**config.mk**
```make
export PLATFORM = sky130hd
export DESIGN_NAME = anneal_seq
export DESIGN_NICKNAME = d
export VERILOG_FILES = /design/src/rtl/replica_pkg.sv /design/src/rtl/opt_rotate.sv /design/src/rtl/anneal_seq.sv
export SDC_FILE = /design/constraint.sdc
export NUM_CORES = 1
export LEC_CHECK = 0
export CAP_MARGIN = 20
export CELL_PAD_IN_SITES_DETAIL_PLACEMENT = 0
export CELL_PAD_IN_SITES_GLOBAL_PLACEMENT = 2
export CORE_MARGIN = 4
export CORE_UTILIZATION = 34
export CTS_CLUSTER_DIAMETER = 200
export DETAILED_ROUTE_END_ITERATION = 12
export GPL_ROUTABILITY_DRIVEN = 0
export GPL_TIMING_DRIVEN = 0
export PLACE_DENSITY_LB_ADDON = 0.1
export SYNTH_ARGS = -nofsm -noshare
export SYNTH_HDL_FRONTEND = slang
export SYNTH_SLANG_ARGS = --single-unit
```
**constraint.sdc**
```tcl
create_clock -name clk -period 4.8 [get_ports clk]
set_clock_uncertainty 0.2 [all_clocks]
set_input_delay 0.72 -clock clk [delete_from_list [all_inputs] [get_ports clk]]
set_output_delay 0.72 -clock clk [all_outputs]
set_load 0.01 [all_outputs]
```
**src/rtl/replica_pkg.sv**
```systemverilog
// Shared types and constants for the replica-exchange node array and its sequencer.
package replica_pkg;
  localparam int CITY_NUM = 16;
  localparam int OPT_NUM  = 4;
  localparam int OPT_W    = $clog2(OPT_NUM);

  typedef logic [OPT_W-1:0] opt_command_t;

  typedef enum logic [1:0] {
    DIST_IDLE  = 2'd0,
    DIST_START = 2'd1
  } distance_command_t;

  typedef enum logic [3:0] {
    S_IDLE, S_RAND, S_RAND_W, S_DIST, S_DIST_W, S_MTR, S_MTR_W,
    S_REPL, S_REPL_W, S_EXCH, S_EXCH_W
  } seq_state_t;

  localparam int RAND_LAT_DEF = 4;
  localparam int DIST_LAT_DEF = 16;
  localparam int MTR_LAT_DEF  = 4;
  localparam int REPL_LAT_DEF = 4;
  localparam int EXCH_LAT_DEF = CITY_NUM;
endpackage

```
**src/rtl/opt_rotate.sv**
```systemverilog
// Next enabled opt index after cur_i, searching upward with wrap; cur_i itself is the last candidate.
module opt_rotate
  import replica_pkg::*;
(
  input  logic [OPT_NUM-1:0] mask_i,
  input  opt_command_t       cur_i,
  output opt_command_t       nxt_o
);
  opt_command_t idx;

  // Walk from farthest to nearest so the nearest enabled index wins.
  always_comb begin
    nxt_o = cur_i;
    idx   = cur_i;
    for (int i = OPT_NUM; i >= 1; i--) begin
      idx = opt_command_t'((int'(cur_i) + i) % OPT_NUM);
      if (mask_i[idx]) nxt_o = idx;
    end
  end
endmodule

```
**src/rtl/anneal_seq.sv**
```systemverilog
// Per-iteration strobe sequencer for the node chain: rand, distance, metropolis, replica, exchange.
module anneal_seq
  import replica_pkg::*;
#(
  parameter int RAND_LAT = RAND_LAT_DEF,
  parameter int DIST_LAT = DIST_LAT_DEF,
  parameter int MTR_LAT  = MTR_LAT_DEF,
  parameter int REPL_LAT = REPL_LAT_DEF,
  parameter int EXCH_LAT = EXCH_LAT_DEF
) (
  input  logic               clk,
  input  logic               reset,
  input  logic               start,
  input  logic               abort,
  input  logic [31:0]        iter_num,
  input  logic [OPT_NUM-1:0] opt_mask,
  output logic               busy,
  output logic               done,
  output logic [31:0]        iter_cnt,
  output opt_command_t       opt_command,
  output logic               random_run,
  output distance_command_t  distance_com,
  output logic               metropolis_run,
  output logic               replica_run,
  output logic               exchange_run,
  output logic               exchange_bank
);
  localparam int CNT_W = 16;

  seq_state_t         state_q, state_d;
  logic [CNT_W-1:0]   cnt_q, cnt_d;
  logic [31:0]        iter_num_q, iter_num_d;
  logic [31:0]        iter_cnt_q, iter_cnt_d;
  logic [OPT_NUM-1:0] mask_q, mask_d;
  opt_command_t       opt_q, opt_d;
  logic               bank_q, bank_d;
  logic               done_q, done_d;
  logic               busy_q, rand_q, mtr_q, repl_q, exch_q;
  distance_command_t  dist_q;

  logic [OPT_NUM-1:0] mask_eff, rot_mask;
  opt_command_t       rot_cur, rot_nxt;
  logic               iter_end;

  // An empty mask falls back to opt 0 only.
  assign mask_eff = (opt_mask == '0) ? OPT_NUM'(1) : opt_mask;
  // In IDLE, searching from the top index yields the lowest enabled opt.
  assign rot_mask = (state_q == S_IDLE) ? mask_eff : mask_q;
  assign rot_cur  = (state_q == S_IDLE) ? opt_command_t'(OPT_NUM - 1) : opt_q;

  opt_rotate u_rot (.mask_i(rot_mask), .cur_i(rot_cur), .nxt_o(rot_nxt));

  always_comb begin
    state_d    = state_q;
    cnt_d      = cnt_q;
    iter_num_d = iter_num_q;
    iter_cnt_d = iter_cnt_q;
    mask_d     = mask_q;
    opt_d      = opt_q;
    bank_d     = bank_q;
    done_d     = 1'b0;
    iter_end   = 1'b0;
    unique case (state_q)
      S_IDLE: if (start && !abort) begin
        if (iter_num == '0) done_d = 1'b1;
        else begin
          state_d    = S_RAND;
          iter_num_d = iter_num;
          mask_d     = mask_eff;
          iter_cnt_d = '0;
          opt_d      = rot_nxt;
        end
      end
      S_RAND: begin
        state_d = (RAND_LAT == 0) ? S_DIST : S_RAND_W;
        cnt_d   = CNT_W'(RAND_LAT - 1);
      end
      S_RAND_W: if (cnt_q == '0) state_d = S_DIST; else cnt_d = cnt_q - 1'b1;
      S_DIST: begin
        state_d = (DIST_LAT == 0) ? S_MTR : S_DIST_W;
        cnt_d   = CNT_W'(DIST_LAT - 1);
      end
      S_DIST_W: if (cnt_q == '0) state_d = S_MTR; else cnt_d = cnt_q - 1'b1;
      S_MTR: begin
        state_d = (MTR_LAT == 0) ? S_REPL : S_MTR_W;
        cnt_d   = CNT_W'(MTR_LAT - 1);
      end
      S_MTR_W: if (cnt_q == '0) state_d = S_REPL; else cnt_d = cnt_q - 1'b1;
      S_REPL: begin
        state_d = (REPL_LAT == 0) ? S_EXCH : S_REPL_W;
        cnt_d   = CNT_W'(REPL_LAT - 1);
      end
      S_REPL_W: if (cnt_q == '0) state_d = S_EXCH; else cnt_d = cnt_q - 1'b1;
      S_EXCH: begin
        if (EXCH_LAT == 0) iter_end = 1'b1;
        else state_d = S_EXCH_W;
        cnt_d = CNT_W'(EXCH_LAT - 1);
      end
      S_EXCH_W: if (cnt_q == '0) iter_end = 1'b1; else cnt_d = cnt_q - 1'b1;
      default: state_d = S_IDLE;
    endcase

    if (iter_end) begin
      bank_d     = ~bank_q;
      iter_cnt_d = iter_cnt_q + 32'd1;
      opt_d      = rot_nxt;
      if (iter_cnt_q + 32'd1 == iter_num_q) begin
        state_d = S_IDLE;
        done_d  = 1'b1;
      end else begin
        state_d = S_RAND;
      end
    end

    // Abort freezes progress state; only the sequence itself is dropped.
    if (abort && state_q != S_IDLE) begin
      state_d    = S_IDLE;
      done_d     = 1'b0;
      bank_d     = bank_q;
      iter_cnt_d = iter_cnt_q;
      opt_d      = opt_q;
    end
  end

  always_ff @(posedge clk) begin
    if (reset) begin
      state_q    <= S_IDLE;
      cnt_q      <= '0;
      iter_num_q <= '0;
      iter_cnt_q <= '0;
      mask_q     <= '0;
      opt_q      <= '0;
      bank_q     <= 1'b0;
      done_q     <= 1'b0;
      busy_q     <= 1'b0;
      rand_q     <= 1'b0;
      dist_q     <= DIST_IDLE;
      mtr_q      <= 1'b0;
      repl_q     <= 1'b0;
      exch_q     <= 1'b0;
    end else begin
      state_q    <= state_d;
      cnt_q      <= cnt_d;
      iter_num_q <= iter_num_d;
      iter_cnt_q <= iter_cnt_d;
      mask_q     <= mask_d;
      opt_q      <= opt_d;
      bank_q     <= bank_d;
      done_q     <= done_d;
      busy_q     <= (state_d != S_IDLE);
      rand_q     <= (state_d == S_RAND);
      dist_q     <= (state_d == S_DIST) ? DIST_START : DIST_IDLE;
      mtr_q      <= (state_d == S_MTR);
      repl_q     <= (state_d == S_REPL);
      exch_q     <= (state_d == S_EXCH);
    end
  end

  assign busy           = busy_q;
  assign done           = done_q;
  assign iter_cnt       = iter_cnt_q;
  assign opt_command    = opt_q;
  assign exchange_bank  = bank_q;
  assign random_run     = rand_q;
  assign distance_com   = dist_q;
  assign metropolis_run = mtr_q;
  assign replica_run    = repl_q;
  assign exchange_run   = exch_q;
endmodule

```
==> reports/metrics.csv <==
metric,value,unit
outcome,completed,
fraction of layout cells with a size suffix above 1,5.153,%
Fin. Hold Viols,0,
clk root buf,clkbuf_16,
"Worst Path Class, Setup",flip-flop to flip-flop,
core region area,0.01606,sq mm
Max Slew Vio Count,0,
ANT nets after route,0,
Post-DP Area,0.006728,sq mm
nets,853,
Synthesized Nets,760,
RSZ-0062 raised after global routing,false,
"wirelength, routed",18.64,mm
Pre-antenna DRT Iters,5,
n_diodes,0,
CP startpoint kind,flip-flop,
DP Wirelength,14.04,mm
Slew @ Worst Pin,0.8887,ns
worst min path class,flip-flop to flip-flop,
Post-Synthesis Cells,717,
DR vias/cell,5.344,
DR vias,5510,
number of global-route vias before repair,5307,
largest cells by area after synthesis,"dfxtp_1, nor2_1, mux2i_1",
Final Cycle Share,82.45,%
I/O pin cnt,83,
Filler cells,1624,
Layout area overhead,24.77,%
"area leader, netlist",dfxtp_1,
Reg2Reg Setup Slack,0.84,ns
leakage power total,2.412,nW
count of cell types in the netlist,64,
Max Root-Sink Buffers,2,
Peak VDD IR,0.0002127,V
"Reg clk slew, reported paths",0.07,ns
cts bufs inserted,9,
#FFs+latches synth,98,
Worst Path Max Fanout,9,
Netlist Area Pre-Place,0.005652,sq mm
row count,46,
largest net degree at the start of global routing,17,
final setup fails,0,
Resize count post-CTS,0,
routed length per instance,18.07,um
Post-CTS Setup Inserts,0,
first-pass GRT wire length,28.88,mm
Critical Path End Type,flip-flop,
Post-synth EDFFs,0,
clk sinks,98,
commonest register cell after synthesis,dfxtp_1,
setup TNS,0,ns
initial antenna violation count,0,
DRC viols,0,
die area,0.01875,sq mm
die height,136.9,um
P per Cell Area,275.4,mW/mm^2
worst skew pair latency,0.35,ns
post-placement cell count,1014,
syn avg cell area,7.882,sq um
yosys warns,0,
Initial Util,35.20,%
Die Span X,136.9,um
"most common cell after layout, fill and taps aside",nor2_1,
Post-CTS Hold Buffers,0,
Post-synth ARST share,0,%
Tmin final,3.958,ns
most frequent cells in the layout,"nor2_1, dfxtp_1, clkdlybuf4s50_1",
sequential fraction of the synthesis area,34.71,%
CP arrival,3.96,ns
DRT iter0 DRCs,305,
Slew headroom,40.26,%
post-route cell area,0.007052,sq mm
Post-Layout Cell Count,1031,
CTS HTree Levels,3,
total track usage,19.98,%
Overflow after GRT,0,
Port Buf Inserts,80,
max_cap viols,0,
WP data required,4.81,ns
fmax,0.2527,GHz
top cell type's share of synthesized area,34.71,%
total design power,1.942,mW
CTS tree,yes,
-- layer usage --
metal | vias up | GRT usage, % | share of wire (%)
li1 | 2764 | - | -
met1 | 2589 | 25.75 | 45
met2 | 134 | 34.55 | 49
met3 | 23 | 2.574 | 4.1
met4 | 0 | 6.430 | 1.9
met5 | - | 0 | 0
-- metrics by stage --
stage,setup WS [ns],util [%],hold slack (ns)
6_report,0.8424,43.91,0.2938
5_1_grt,0.5448,43.91,0.3161
4_1_cts,0.8244,43.88,0.2961
3_5_place_dp,0.8561,41.90,0.2868
3_3_place_gp,0.8527,41.87,0.2772
2_1_floorplan,1.787,-,0.2598
-- where the power goes --
part | internal, mW | leakage (nW) | switching, mW
logic | 0.127 | 1.46 | 0.156
registers | 0.843 | 0.795 | 0.0282
clock network | 0.459 | 0.153 | 0.329
-- critical path: stages, from the launching register on --
cell and delay [ns]:
dfxtp_1 0.51, ha_1 0.20, clkbuf_1 0.33, and4_1 0.24
buf_2 0.20, nand4_1 0.32, nor4_1 0.72, xnor2_1 0.18
nor4_1 0.21, nand4_1 0.28, o21ai_2 0.32, o21ai_1 0.10
-- path summary, 6_finish.rpt --
kind                                               start                    end  depth (start not counted)
worst max-delay path            iter_cnt[0]$_SDFFE_PP0P_        busy$_SDFF_PP0_                         11
worst min-delay path               cnt_q[5]$_SDFFE_PP0P_  cnt_q[5]$_SDFFE_PP0P_                          2
worst max register to register  iter_cnt[0]$_SDFFE_PP0P_        busy$_SDFF_PP0_                         11
worst min register to register     cnt_q[5]$_SDFFE_PP0P_  cnt_q[5]$_SDFFE_PP0P_                          2
-- state kept, by name, summed over array words and instances (netlist names) --
register,flops
iter_cnt,32
done,1
opt_command,2
cnt_q,16
replica_run,1
iter_num_q,32
distance_com,1
state_q,4
metropolis_run,1
random_run,1
mask_q,4
exchange_bank,1
busy,1
exchange_run,1
-- synth_stat cells, types with 10 or more instances --
| cell | number |
|---|---|
| xor2_1 | 19 |
| inv_1 | 10 |
| a21oi_1 | 54 |
| xnor2_1 | 39 |
| nand4_1 | 12 |
| dfxtp_1 | 98 |
| clkbuf_1 | 37 |
| nor2_1 | 107 |
| nor4_1 | 27 |
| nand3b_1 | 11 |
| mux2i_1 | 37 |
| nand3_1 | 23 |
| nor3_1 | 26 |
| buf_2 | 12 |
| o21ai_0 | 44 |
| nand2_1 | 34 |
-- cells by family (layout without fill, tap and decap cells) --
kind of cell	after synthesis	in the layout	share of synthesized area, %
xor gates and xnor gates	58	58	8.988
DFF	98	98	34.71
and+or+nand+nor	305	305	28.14
muxes	38	38	6.752
buffers and inverters	65	163	4.804
adders and majority gates	4	4	0.8413
AOI/OAI and AO/OA	148	148	15.70
other	1	1	0.06635
-- final cells by class --
class / count / area [sq um] / share of cell area, %
Buffer: 55 / 234.0 / 3.318
Clock buffer: 10 / 229.0 / 3.247
Clock inverter: 6 / 90.09 / 1.278
Inverter: 10 / 37.54 / 0.5323
Multi-Input combinational cell: 554 / 3418 / 48.47
Sequential cell: 98 / 1962 / 27.82
Tap cell: 216 / 270.3 / 3.833
Timing Repair Buffer: 82 / 810.8 / 11.50
No activity file was read; power rests on OpenSTA's default activity.
